`src/rtl/iter_divider.sv`:
```
// Multi-cycle restoring divider: one quotient bit per cycle, signed or unsigned
// operands, valid/ready on both sides and a synchronous flush.
module iter_divider #(
   parameter int WIDTH = 32
) (
   input  logic             clk,
   input  logic             resetn,
   input  logic             in_valid,
   output logic             in_ready,
   input  logic             op_signed,
   input  logic [WIDTH-1:0] div_src1,
   input  logic [WIDTH-1:0] div_src2,
   input  logic             flush,
   output logic             out_valid,
   input  logic             out_ready,
   output logic [WIDTH-1:0] quotient,
   output logic [WIDTH-1:0] remainder,
   output logic             busy
);

   localparam int CW = $clog2(WIDTH) + 1;

   typedef enum logic [1:0] {IDLE, RUN, DONE} state_t;

   state_t           state;
   logic [WIDTH-1:0] dvd;
   logic [WIDTH-1:0] dvs;
   logic [WIDTH-1:0] rem;
   logic [CW-1:0]    count;
   logic             q_neg;
   logic             r_neg;

   logic             accept;
   logic [WIDTH-1:0] abs1;
   logic [WIDTH-1:0] abs2;
   logic [WIDTH:0]   rem_sh;
   logic [WIDTH:0]   diff;
   logic [WIDTH-1:0] q_step;
   logic [WIDTH-1:0] r_step;

   assign in_ready  = !flush && ((state == IDLE) || ((state == DONE) && out_ready));
   assign accept    = in_valid && in_ready;
   assign out_valid = (state == DONE);
   assign busy      = (state == RUN);

   assign abs1 = (op_signed && div_src1[WIDTH-1]) ? -div_src1 : div_src1;
   assign abs2 = (op_signed && div_src2[WIDTH-1]) ? -div_src2 : div_src2;

   // The partial remainder is always below the divisor, so the top bit of the
   // WIDTH+1 bit difference is a clean borrow: set means "does not fit".
   assign rem_sh = {rem, dvd[WIDTH-1]};
   assign diff   = rem_sh - {1'b0, dvs};
   assign r_step = diff[WIDTH] ? rem_sh[WIDTH-1:0] : diff[WIDTH-1:0];
   assign q_step = {dvd[WIDTH-2:0], ~diff[WIDTH]};

   always_ff @(posedge clk or negedge resetn) begin
      if (!resetn) begin
         state     <= IDLE;
         dvd       <= '0;
         dvs       <= '0;
         rem       <= '0;
         count     <= '0;
         q_neg     <= 1'b0;
         r_neg     <= 1'b0;
         quotient  <= '0;
         remainder <= '0;
      end else if (flush) begin
         state <= IDLE;
      end else if (accept) begin
         if (div_src2 == '0) begin
            quotient  <= '1;
            remainder <= div_src1;
            state     <= DONE;
         end else begin
            dvd   <= abs1;
            dvs   <= abs2;
            q_neg <= op_signed && (div_src1[WIDTH-1] ^ div_src2[WIDTH-1]);
            r_neg <= op_signed && div_src1[WIDTH-1];
            rem   <= '0;
            count <= '0;
            state <= RUN;
         end
      end else begin
         case (state)
            RUN: begin
               // The dividend register doubles as the quotient shift register.
               dvd   <= q_step;
               rem   <= r_step;
               count <= count + CW'(1);
               if (count == CW'(WIDTH - 1)) begin
                  quotient  <= q_neg ? -q_step : q_step;
                  remainder <= r_neg ? -r_step : r_step;
                  state     <= DONE;
               end
            end
            DONE: begin
               if (out_ready) state <= IDLE;
            end
            default: ;
         endcase
      end
   end

endmodule
```
`config.mk`:
```
export PLATFORM = sky130hd
export DESIGN_NAME = iter_divider
export DESIGN_NICKNAME = d
export VERILOG_FILES = /design/src/rtl/iter_divider.sv
export SDC_FILE = /design/constraint.sdc
export NUM_CORES = 1
export LEC_CHECK = 0
export CAP_MARGIN = 5
export CORE_MARGIN = 2
export CORE_UTILIZATION = 40
export CTS_CLUSTER_DIAMETER = 60
export DETAILED_ROUTE_END_ITERATION = 12
export PLACE_DENSITY_LB_ADDON = 0.3
export SYNTH_ARGS = -nofsm -noshare
export SYNTH_HDL_FRONTEND = slang
export SYNTH_SLANG_ARGS = --single-unit
```
`constraint.sdc`:
```
create_clock -name clk -period 9.8 [get_ports clk]
set_clock_uncertainty 0.2 [all_clocks]
set_input_delay 0.98 -clock clk [delete_from_list [all_inputs] [get_ports clk]]
set_output_delay 0.98 -clock clk [all_outputs]
set_load 0.02 [all_outputs]
```
## Word-level counts from Yosys, hierarchy flattened

Cells that the tools add are included.

| operators by class | value |
|---|---|
| add/sub/neg operators | 6 |
| equal/unequal tests | 7 |
| multiplexer cells | 28 |
| bitwise gates (word level) | 4 |
| reduce and logical (&&, ||, !) cells | 17 |

Operator list:

| cell | number |
|---|---|
| $mux 32 | 19 |
| $neg 32->32 | 4 |
| $sub 33x32->33 | 1 |
| $logic_not 32->1 | 1 |
| $mux 6 | 3 |
| $mux 2 | 5 |
| $reduce_and 3->1 | 3 |
| $ne 4x2->1 const B | 2 |
| $add 6x1->6 const B | 1 |
| $eq 6x5->1 const B | 1 |
| $logic_and 1x1->1 | 6 |
| $pmux 2 s2 | 1 |
| $reduce_and 4->1 | 1 |
| $reduce_bool 2->1 | 2 |
| $reduce_bool 4->1 | 1 |
| $not 1->1 | 3 |
| $eq 2x1->1 const B | 1 |
| $eq 2x2->1 const B | 1 |
| $logic_not 2->1 | 1 |
| $ne 2x1->1 const B | 1 |
| $ne 2x2->1 const B | 1 |
| $logic_not 1->1 | 1 |
| $logic_or 1x1->1 | 1 |
| $xor 1x1->1 | 1 |

| word-level totals | value |
|---|---|
| register bits | 170 |
| input port bits | 70 |
| output and inout port bits | 67 |
| word-level logic and storage cells | 71 |

## Longest topological paths before layout

Gate-level depths: netlist of the first run.

| depth | value |
|---|---|
| depth after elaboration | 7 |
| gate-level depth with buffers | 24 |
| mapped depth without buffers | 22 |

## Least setup slack after synthesis of the first run

Ideal clock, no wire load.

| timing path | value |
|---|---|
| path type | reg-to-reg |
| start point | register dvd[31] |
| end point | register remainder[28] |
| library setup time | 0.083 ns |
| arrival time | 5.095 ns |
| path slack | 4.423 ns |
| cell stages (with the launch flop) | 25 |
| buffers on the path | 2 |
| cells stage by stage | dfrtp_1 inv_1 ha_1 fa_1 nand2b_1 a211oi_4 o211ai_4 a2111oi_4 o31a_2 nor2_4 inv_4 buf_6 buf_2 nor2_1 a21oi_1 ha_1 nand2_1 a2111oi_0 o211a_1 o2111ai_1 o31ai_4 o21ai_2 nor3_1 mux2_2 o21ai_0 |

| on the way | value |
|---|---|
| longest elaborated chain between the ends | 7 |

Ends and longest elaborated chain:

| element | RTL line | source |
|---|---|---|
| start, declared | 26 | `logic [WIDTH-1:0] dvd;` |
| start signal, assigned | 75 | `dvd <= abs1;` |
| start signal, assigned | 87 | `dvd <= q_step;` |
| $sub 33x32->33 | 52 | `assign diff = rem_sh - {1'b0, dvs};` |
| $mux 32 * | 53 | `assign r_step = diff[WIDTH] ? rem_sh[WIDTH-1:0] : diff[WIDTH-1:0];` |
| $neg 32->32 | 92 | `remainder <= r_neg ? -r_step : r_step;` |
| $mux 32 * | 92 |  |
| $mux 32 * | 90 | `if (count == CW'(WIDTH - 1)) begin` |
| $mux 32 * | 84 | `case (state)` |
| $mux 32 * | 69 | `end else if (accept) begin` |
| end signal, assigned | 72 | `remainder <= div_src1;` |
| end signal, assigned | 92 |  |
| end, declared | 17 | `output logic [WIDTH-1:0] remainder,` |

Every way passes the cells marked *; elsewhere a longest branch is shown, timed or not. The select of a mux whose other input is x is not followed.
A chain may end at the register's enable or synchronous reset.

## Final worst setup path of the first run

Same ends and word-level chain as after synthesis.

==> results of run 1 <==
==> flip-flops by register name, indices dropped and copies added, names as in the netlist <==
name       flops
dvd           32
rem           32
quotient      32
r_neg          1
dvs           32
remainder     32
state          2
q_neg          1
count          6
==> kinds of logic after synthesis <==
kind of cell	share of synthesized area, %
XOR/XNOR	9.546
AND/OR/NAND/NOR	20.52
AO/OA/AOI/OAI	25.63
buffers and inverters	4.643
multiplexers	1.705
flip-flops	34.09
adder cells (fa/ha/maj)	3.870
==> power by group through the flow <==
stage | Sequential, uW | Combinational (uW) | Clock [uW]
after floorplan | 1360 | 2270 | 0
after global placement | 1290 | 3250 | 0
after detailed placement | 1300 | 3300 | 0
after CTS | 1290 | 3310 | 704
after global routing | 1340 | 3680 | 727
final | 1290 | 3350 | 688
==> metrics by stage <==
| stage | util [%] | total power [uW] | std cells |
|---|---|---|---|
| after floorplan | - | 3626 | 1565 |
| final | 47.89 | 5330 | 2059 |
| after detailed placement | 45.92 | 4603 | 2027 |
| after CTS | 47.89 | 5308 | 2059 |
| after global placement | 45.92 | 4545 | 2027 |
| after global routing | 47.89 | 5744 | 2059 |
==> cell usage in the layout (no fill, tap or decap), drive strengths merged, types with 6 or more instances in the layout <==
cell type,synthesis,final
nand2,195,195
o21ai,180,180
dfrtp,170,170
nor2,163,163
a21oi,159,159
clkdlybuf4s50,0,135
xor2,70,70
xnor2,66,66
inv,52,57
nor3,45,45
ha,37,37
nand3,27,27
a31oi,25,25
o31ai,25,25
a211oi,20,20
mux2i,19,19
nor4,19,19
or3,18,18
clkbuf,53,17
o211ai,17,17
or4,16,16
buf,31,15
and3,13,13
and2,13,13
nand2b,12,12
a21o,11,11
o21a,10,10
nand4,10,10
clkinv,0,10
a22o,8,8
o41ai,8,8
nor2b,6,6
o21bai,6,6
o2111ai,6,6
==> layout make-up <==
cell class / instances / share of cell area, %
clock buffer: 17 / 2.896
sequential: 170 / 28.96
multi-input combinational: 1259 / 52.22
timing repair buffer: 150 / 9.992
clock inverter: 15 / 1.210
inverter: 52 / 1.346
tap: 396 / 3.373
==> routing by layer <==
metal | GRT usage [%] | vias up | share of wire [%]
met3 | 2.728 | 46 | 5.6
met5 | 0 | - | 0.035
met4 | 7.323 | 2 | 2.5
li1 | - | 5781 | -
met1 | 32.13 | 5419 | 47
met2 | 35.62 | 367 | 45
==> path summary, 6_finish.rpt <==
| path | slack [ns] | cells after the start | startpoint | endpoint |
|---|---|---|---|---|
| worst max-delay path | 3.41 | 22 | dvd[31]$_DFFE_PN0P_ | remainder[28]$_DFFE_PN0P_ |
| worst min-delay path | 0.28 | 2 | dvs[18]$_DFFE_PN0P_ | dvs[18]$_DFFE_PN0P_ |
| worst max register to register | 3.41 | 22 | dvd[31]$_DFFE_PN0P_ | remainder[28]$_DFFE_PN0P_ |
| worst min register to register | 0.28 | 2 | dvs[18]$_DFFE_PN0P_ | dvs[18]$_DFFE_PN0P_ |
| max in group asynchronous | 7.56 | 2 | resetn | dvs[23]$_DFFE_PN0P_ |
| min in group asynchronous | 0.42 | 1 | resetn | quotient[6]$_DFFE_PN0P_ |
==> critical path: stages, from the launching register on <==
cell	delay, ns
dfrtp_1	0.37
inv_1	0.07
ha_1	0.23
fa_1	0.40
nand2b_1	0.23
a211oi_4	0.44
o211ai_4	0.18
a2111oi_4	0.48
o31a_2	0.26
nor2_4	0.06
inv_4	0.45
nor2_1	0.08
a21oi_1	0.28
ha_1	0.26
nand2_1	0.07
a2111oi_0	0.51
o211a_1	0.30
o2111ai_1	0.18
o31ai_4	0.31
o21ai_2	0.17
nor3_1	0.23
mux2_2	0.37
o21ai_0	0.13
==> flow_metrics.py, run 1 <==
metrics = {
    "floorplanning": {
        "die-area_sq_mm": 0.03262,
        "start_util_pct": 40.69,
        "core_area_sq_mm": 0.03067,
        "num_io_pins": 137,
        "die_w_microns": 180.6,
        "die_h_microns": 180.6,
        "row_count": 64,
    },
    "placed_design": {
        "port_buffers": 136,
        "place_area_sq_mm": 0.01408,
        "dp_slack_ns": 3.507,
        "gp_congestion": 0.9083,
        "dp_hpwl_mm": 28.17,
    },
    "detailed_routing": {
        "wl_per_cell_microns": 18.00,
        "drc": 0,
        "drt_pass1_iterations": 7,
        "vias": 11615,
        "routed_wl_mm": 37.06,
        "drt_iter0_markers": 914,
        "vias_per_cell": 5.641,
        "detail-route-antenna-nets": 0,
    },
    "timing": {
        "max_freq_mhz": 156.6,
        "fin_crit_sh_pct": 65.18,
        "worstMarginPinSlew_ns": 1.175,
        "hold_violations": 0,
        "maxSlewViolCount": 0,
        "hold_ws_ns": 0.2828,
        "fin_tns_setup_ns": 0,
        "setup_viol": 0,
        "relSlewSlack_pct": 21.55,
        "post-route-min-period_ns": 6.387,
        "worst_slack_ns": 3.413,
        "rsz0062_at_grt": "false",
    },
    "clock_network": {
        "path_clk_slew_ns": 0.08,
        "root_buffer": "clkbuf_16",
        "cts_tree": "built",
        "cts_made_buffers": 17,
        "cts_setup_buffers": 0,
        "cts.path.max_buffers": 2,
        "clkLatencyLatePin_ns": 0.44,
        "cts_resized": 0,
        "htreeDepth": 4,
        "clock_sinks": 170,
        "cts_hold_buf": 0,
    },
    "yosys": {
        "synth_most_common_cell": "nand2_1",
        "synth_top_area_cell": "dfrtp_1",
        "synth-main-ff-cell": "dfrtp_1",
        "synth_top_area_share_pct": 34.09,
        "ys_ff_latch": 170,
        "synth_area_leaders": "dfrtp_1, o21ai_0, a21oi_1",
        "async_flop_share_pct": 100.0,
        "synth.distinct_cells": 87,
        "ys_warn_count": 0,
        "avgSynthCellArea_sq_um": 7.973,
        "synth_nets": 1673,
        "synth.cells.most_frequent": "nand2_1, o21ai_0, dfrtp_1",
        "synth_edf_count": 0,
        "synthCells": 1565,
        "synth_seq_area_share_pct": 34.09,
        "syn_area_sq_mm": 0.01248,
    },
    "setup_path": {
        "critPathArrivalTime_ns": 6.54,
        "critPathLaunchType": "flop",
        "crit_required_ns": 9.96,
        "cp-end-kind": "flop",
        "worstSetupPathType": "flop to flop",
        "crit_fanout": 54,
    },
    "finish": {
        "final_cell_area_sq_mm": 0.01469,
        "fill_cells": 3026,
        "syn2layout_area_growth_pct": 17.71,
        "multi_input_area_sq_mm": 0.007670,
        "regArea_sq_mm": 0.004254,
        "drive_gt1_share_pct": 5.171,
        "layout.nets": 1758,
        "n_antenna_cell": 0,
    },
    "power_and_ir_drop": {
        "power_density_mw_per_mm2": 362.9,
        "max-vdd-ir-drop_v": 0.0002919,
        "netSwitchingFraction_pct": 50.87,
        "leakagePower_uw": 0.005954,
        "power_switching_uw": 2711,
        "pwr-share-clk_pct": 12.9,
        "p_int_uw": 2618,
        "pwr-share-comb_pct": 62.8,
        "seqPwrFrac_pct": 24.3,
    },
    "grt": {
        "track_usage_pct": 22.56,
        "grt_max_degree": 108,
        "grt_pass1_wl_mm": 59.48,
        "grt_pass1_vias": 10958,
        "antenna_found_initial": 1,
        "grt-ovfl-total": 0,
    },
    "hold_path": {
        "min-delay-path-class": "flop to flop",
    },
    "outcome": {
        "outcome": "completed",
    },
    "job": {
        "max_cap_violations": 0,
    },
}
Power figures use the tool's default switching activity.
==> run 2: changes to the inputs <==
Clock period 9.8 ns to 6.13 ns, I/O delays scaled along.
==> flow_metrics.py, run 2 (same netlist as run 1, synthesis figures left out) <==
metrics = {
    "setup_path": {
        "critPathArrivalTime_ns": 5.91,
        "crit_fanout": 7,
        "regToRegSetupSlack_ns": 0.39,
        "crit_required_ns": 6.30,
        "critPathLaunchType": "flop",
        "worstSetupPathType": "flop to flop",
        "cp-end-kind": "flop",
    },
    "clock_network": {
        "clkLatencyLatePin_ns": 0.45,
        "clock_sinks": 170,
        "cts_tree": "built",
        "cts.path.max_buffers": 2,
        "path_clk_slew_ns": 0.08,
        "cts_hold_buf": 0,
        "cts_made_buffers": 17,
        "root_buffer": "clkbuf_16",
        "htreeDepth": 4,
    },
    "finish": {
        "final_cell_mix": "nand2_1, o21ai_0, dfrtp_1, nor2_1, a21oi_1",
        "drive_gt1_share_pct": 5.399,
        "multi_input_area_sq_mm": 0.007671,
        "fill_cells": 3011,
        "layout_commonest_cell": "nand2_1",
        "regArea_sq_mm": 0.004254,
        "syn2layout_area_growth_pct": 18.18,
        "n_antenna_cell": 0,
        "layout.nets": 1762,
    },
    "grt": {
        "antenna_found_initial": 0,
        "grt-ovfl-total": 0,
        "grt_max_degree": 113,
        "grt_pass1_vias": 10854,
        "use_met3_pct": 4.002,
        "grt_pass1_wl_mm": 59.20,
        "grt_util_met2_pct": 34.75,
        "grt-busiest-layer": "met2",
        "met1_usage_pct": 31.78,
        "track_usage_pct": 22.50,
    },
    "power_and_ir_drop": {
        "pwr-share-clk_pct": 12.9,
        "seqPwrFrac_pct": 24.1,
        "power_density_mw_per_mm2": 581.8,
        "pwr-share-comb_pct": 63.1,
        "leakagePower_uw": 0.005983,
        "power_uw": 8579,
        "max-vdd-ir-drop_v": 0.0002793,
        "netSwitchingFraction_pct": 50.95,
        "p_int_uw": 4208,
        "power_switching_uw": 4371,
    },
    "floorplanning": {
        "core_area_sq_mm": 0.03067,
        "num_io_pins": 137,
        "start_util_pct": 40.69,
        "die_w_microns": 180.6,
        "die-area_sq_mm": 0.03262,
        "die_h_microns": 180.6,
        "row_count": 64,
    },
    "timing": {
        "relSlewSlack_pct": 21.65,
        "worst_slack_ns": 0.3895,
        "post-route-min-period_ns": 5.741,
        "fin_tns_setup_ns": 0,
        "hold_violations": 0,
        "worstMarginPinSlew_ns": 1.172,
        "hold_ws_ns": 0.09885,
        "fin_crit_sh_pct": 93.65,
        "maxSlewViolCount": 0,
        "setup_viol": 0,
        "max_freq_mhz": 174.2,
    },
    "detailed_routing": {
        "detail-route-antenna-nets": 0,
        "drt_iter0_markers": 824,
        "vias_per_cell": 5.692,
        "drc": 0,
        "wl_per_cell_microns": 17.90,
        "drt_pass1_iterations": 5,
        "routed_wl_mm": 36.93,
        "vias": 11743,
    },
    "placed_design": {
        "port_buffers": 136,
        "dp_slack_ns": 0.3999,
        "gp_congestion": 0.9938,
        "dp_hpwl_mm": 28.21,
    },
    "job": {
        "max_cap_violations": 0,
    },
    "outcome": {
        "outcome": "completed",
    },
    "hold_path": {
        "min-delay-path-class": "input pin to asynchronous set/reset pin",
    },
}
run 2: critical path: stages, from the launching register on:
cell and delay (ns):
dfrtp_1 0.36, inv_1 0.07, ha_1 0.24, fa_1 0.40, nand2b_1 0.23, a211oi_4 0.41, o211ai_4 0.16, a2111oi_4 0.49
o31a_2 0.27, nor2_4 0.06, inv_4 0.12, nor2_1 0.05, a21oi_1 0.25, ha_1 0.25, nand2_1 0.07, a2111oi_1 0.39
o211a_1 0.28, o2111ai_1 0.18, o31ai_4 0.32, o21ai_2 0.18, nor3_1 0.19, mux2_2 0.35, o21ai_0 0.13
run 2: layout make-up:
class | count | area share, %
clock buffer | 17 | 2.885
clock inverter | 15 | 1.222
inverter | 52 | 1.341
multi-input combinational | 1259 | 52.02
sequential | 170 | 28.85
tap | 396 | 3.360
timing repair buffer | 154 | 10.33
run 2: power groups by stage:
stage | combinational, uW | clock [uW] | sequential (uW)
finish | 5410 | 1100 | 2070
global route | 5960 | 1180 | 2130
CTS | 5350 | 1130 | 2060
detailed placement | 5330 | 0 | 2080
global placement | 5300 | 0 | 2060
floorplan | 3630 | 0 | 2170
run 2: what timing repair did:
item                                    CTS  global route
endpoints found under the setup margin    0             2
buffers inserted                          0             2
resized for setup                         0             1
run 2: per-stage QoR:
stage               cell area (sq um)  utilization [%]  instances
global placement                14120            46.06       2029
detailed placement              14120            46.06       2029
CTS                             14730            48.03       2061
global route                    14750            48.08       2063
finish                          14750            48.08       2063
floorplan                       12480                -       1565
run 2: worst paths after layout:
path,from,endpoint,cells past startpoint
max,dvd[31]$_DFFE_PN0P_,remainder[28]$_DFFE_PN0P_,22
min,resetn,quotient[3]$_DFFE_PN0P_,1
max reg2reg,dvd[31]$_DFFE_PN0P_,remainder[28]$_DFFE_PN0P_,22
min reg2reg,dvs[18]$_DFFE_PN0P_,dvs[18]$_DFFE_PN0P_,2
max in group asynchronous,resetn,remainder[31]$_DFFE_PN0P_,2
min in group clk,dvs[18]$_DFFE_PN0P_,dvs[18]$_DFFE_PN0P_,2
run 2: layer usage:
layer	up-vias	routed length, microns
met1	5563	17650
li1	5799	-
met4	0	991
met3	48	2021
met2	333	16260
met5	-	0
==> run 3: changes to the inputs <==
Settings changed: CORE_UTILIZATION 40 to 58.
==> flow_metrics.py, run 3 (same netlist as run 1, synthesis figures left out) <==
metrics = {
    "outcome": {
        "outcome": "completed",
    },
    "timing": {
        "fin_tns_setup_ns": 0,
        "rsz0062_at_grt": "false",
        "relSlewSlack_pct": 24.63,
        "max_freq_mhz": 176.7,
        "post-route-min-period_ns": 5.660,
        "setup_viol": 0,
        "fin_crit_sh_pct": 92.33,
        "maxSlewViolCount": 0,
        "hold_violations": 0,
        "worstMarginPinSlew_ns": 1.128,
    },
    "power_and_ir_drop": {
        "p_int_uw": 4308,
        "pwr-share-clk_pct": 13.5,
        "pwr-share-comb_pct": 62.7,
        "power_switching_uw": 4302,
        "power_density_mw_per_mm2": 589.9,
        "max-vdd-ir-drop_v": 0.0003379,
        "leakagePower_uw": 0.005981,
        "seqPwrFrac_pct": 23.8,
        "netSwitchingFraction_pct": 49.97,
    },
    "setup_path": {
        "worstSetupPathType": "flop to flop",
        "worst_path_largest_cell_delay_ns": 0.46,
        "reg2reg_depth": 22,
        "regToRegSetupSlack_ns": 0.47,
        "worstReg2RegStart": "dvd[31]$_DFFE_PN0P_",
        "cp_cell_sequence": "inv_1, ha_1, fa_1, nand2b_1, a211oi_4, o211ai_4, a2111oi_4, o31a_2, nor2_4, inv_4, nor2_1, a21oi_1, ha_1, nand2_1, a2111oi_1, o211a_1, o2111ai_1, o31ai_4, o21ai_2, nor3_1, mux2_2, o21ai_0",
        "cp-end-kind": "flop",
        "critPathBufInv": 2,
        "cp_top_family": "compound AO/OA/AOI/OAI gates",
        "r2r_end": "remainder[28]$_DFFE_PN0P_",
        "crit_required_ns": 6.29,
        "critPathLaunchType": "flop",
        "crit_fanout": 6,
        "critPathArrivalTime_ns": 5.82,
        "slowest_stage": "a2111oi_4",
        "path_common_cell": "ha_1",
    },
    "clock_network": {
        "cts_made_buffers": 17,
        "clock_sinks": 170,
        "root_buffer": "clkbuf_16",
        "clkLatencyLatePin_ns": 0.44,
        "htreeDepth": 4,
        "cts.path.max_buffers": 2,
        "path_clk_slew_ns": 0.08,
        "cts_setup_buffers": 0,
        "cts_tree": "built",
    },
    "floorplanning": {
        "die_h_microns": 150.7,
        "start_util_pct": 59.17,
        "row_count": 53,
        "num_io_pins": 137,
        "die_w_microns": 150.7,
        "core_area_sq_mm": 0.02109,
        "die-area_sq_mm": 0.02270,
    },
    "finish": {
        "fin_util_pct": 69.22,
        "final_cell_mix": "nand2_1, o21ai_0, dfrtp_1, nor2_1, a21oi_1",
        "fill_cells": 1775,
        "drive_gt1_share_pct": 5.279,
        "layout.nets": 1762,
        "layout_commonest_cell": "nand2_1",
        "syn2layout_area_growth_pct": 16.98,
    },
    "hold_path": {
        "hold_start": "dvs[27]$_DFFE_PN0P_",
        "hold_path_end": "dvs[27]$_DFFE_PN0P_",
        "hold_depth": 2,
        "min-delay-path-class": "flop to flop",
    },
    "placed_design": {
        "gp_congestion": 0.9366,
        "port_buffers": 136,
        "dp_hpwl_mm": 26.74,
    },
    "detailed_routing": {
        "detail-route-antenna-nets": 0,
        "wl_per_cell_microns": 18.20,
        "drt_iter0_markers": 835,
        "drc": 0,
        "vias_per_cell": 6.095,
        "drt_pass1_iterations": 8,
        "routed_wl_mm": 35.36,
        "vias": 11843,
    },
    "grt": {
        "grt-ovfl-total": 0,
        "grt_pass1_vias": 11016,
        "grt_max_degree": 70,
        "antenna_found_initial": 1,
        "grt_pass1_wl_mm": 56.71,
        "track_usage_pct": 31.63,
    },
    "job": {
        "max_cap_violations": 0,
    },
}
run 3: changes by cell type in the layout (fill, tap and decap cells not counted), sizes merged:
| cell | change |
|---|---|
| clkinvlp | +1 |
| buf | -1 |
| diode | +1 |
| clkbuf | +1 |
| bufinv | +3 |
| dlygate4sd3 | +1 |
| clkinv | -5 |
run 3: what timing repair did:
item,4_1_cts,5_1_grt
endpoints found under the hold margin,44,0
setup endpoints to repair,0,2
hold buffers,1,0
gates resized for setup,0,1
run 3: worst max path at each step:
stage                         from                        end  slack (ns)  cells past startpoint
2_1_floorplan  dvd[31]$_DFFE_PN0P_  remainder[28]$_DFFE_PN0P_        0.75                     24
3_3_place_gp   dvd[31]$_DFFE_PN0P_  remainder[28]$_DFFE_PN0P_        0.67                     22
3_5_place_dp   dvd[31]$_DFFE_PN0P_  remainder[28]$_DFFE_PN0P_        0.47                     22
4_1_cts        dvd[31]$_DFFE_PN0P_  remainder[28]$_DFFE_PN0P_        0.42                     22
5_1_grt        dvd[31]$_DFFE_PN0P_  remainder[28]$_DFFE_PN0P_        0.02                     22
6_report       dvd[31]$_DFFE_PN0P_  remainder[28]$_DFFE_PN0P_        0.47                     22
run 3: area by class of cell:
cell class | count | area, sq um | area share (%)
tap | 275 | 344.1 | 2.357
antenna | 1 | 2.502 | 0.01714
sequential | 170 | 4254 | 29.14
clock buffer | 18 | 429.2 | 2.940
inverter | 52 | 197.7 | 1.354
clock inverter | 14 | 185.2 | 1.269
timing repair buffer | 154 | 1513 | 10.36
multi-input combinational | 1259 | 7671 | 52.55
run 3: worst register-to-register path, stage by stage (launching register included):
cell and delay (ns):
dfrtp_1 0.37, inv_1 0.07, ha_1 0.24, fa_1 0.40, nand2b_1 0.23, a211oi_4 0.39
o211ai_4 0.18, a2111oi_4 0.46, o31a_2 0.26, nor2_4 0.07, inv_4 0.10, nor2_1 0.04
a21oi_1 0.21, ha_1 0.23, nand2_1 0.08, a2111oi_1 0.39, o211a_1 0.28, o2111ai_1 0.19
o31ai_4 0.32, o21ai_2 0.18, nor3_1 0.19, mux2_2 0.35, o21ai_0 0.13
run 3: metal layers:
layer	GRT usage [%]	wire length (microns)	part of all wire, %
met4	11.96	1107	3.1
met2	51.77	16720	47
met1	42.32	15070	43
met3	5.000	2465	7.0
met5	0	0	0
run 3: metrics by stage:
stage / std cells / cell area [sq um] / setup slack [ns] / hold slack (ns) / power, uW
after floorplan: 1565 / 12480 / 0.7528 / 0.1174 / 5798
after global placement: 1909 / 13970 / 0.6707 / 0.2616 / 7218
after detailed placement: 1909 / 13970 / 0.4665 / 0.2696 / 7329
after CTS: 1942 / 14590 / 0.4186 / 0.2856 / 8510
after global routing: 1943 / 14600 / 0.01694 / 0.3156 / 9222
final: 1943 / 14600 / 0.4700 / 0.2806 / 8610
run 3: power by group through the flow:
| stage | registers (uW) | logic (uW) | clock network, uW |
|---|---|---|---|
| 2_1_floorplan | 2170 | 3630 | 0 |
| 3_3_place_gp | 2030 | 5190 | 0 |
| 3_5_place_dp | 2050 | 5270 | 0 |
| 4_1_cts | 2040 | 5310 | 1160 |
| 5_1_grt | 2110 | 5900 | 1210 |
| 6_report | 2050 | 5400 | 1160 |
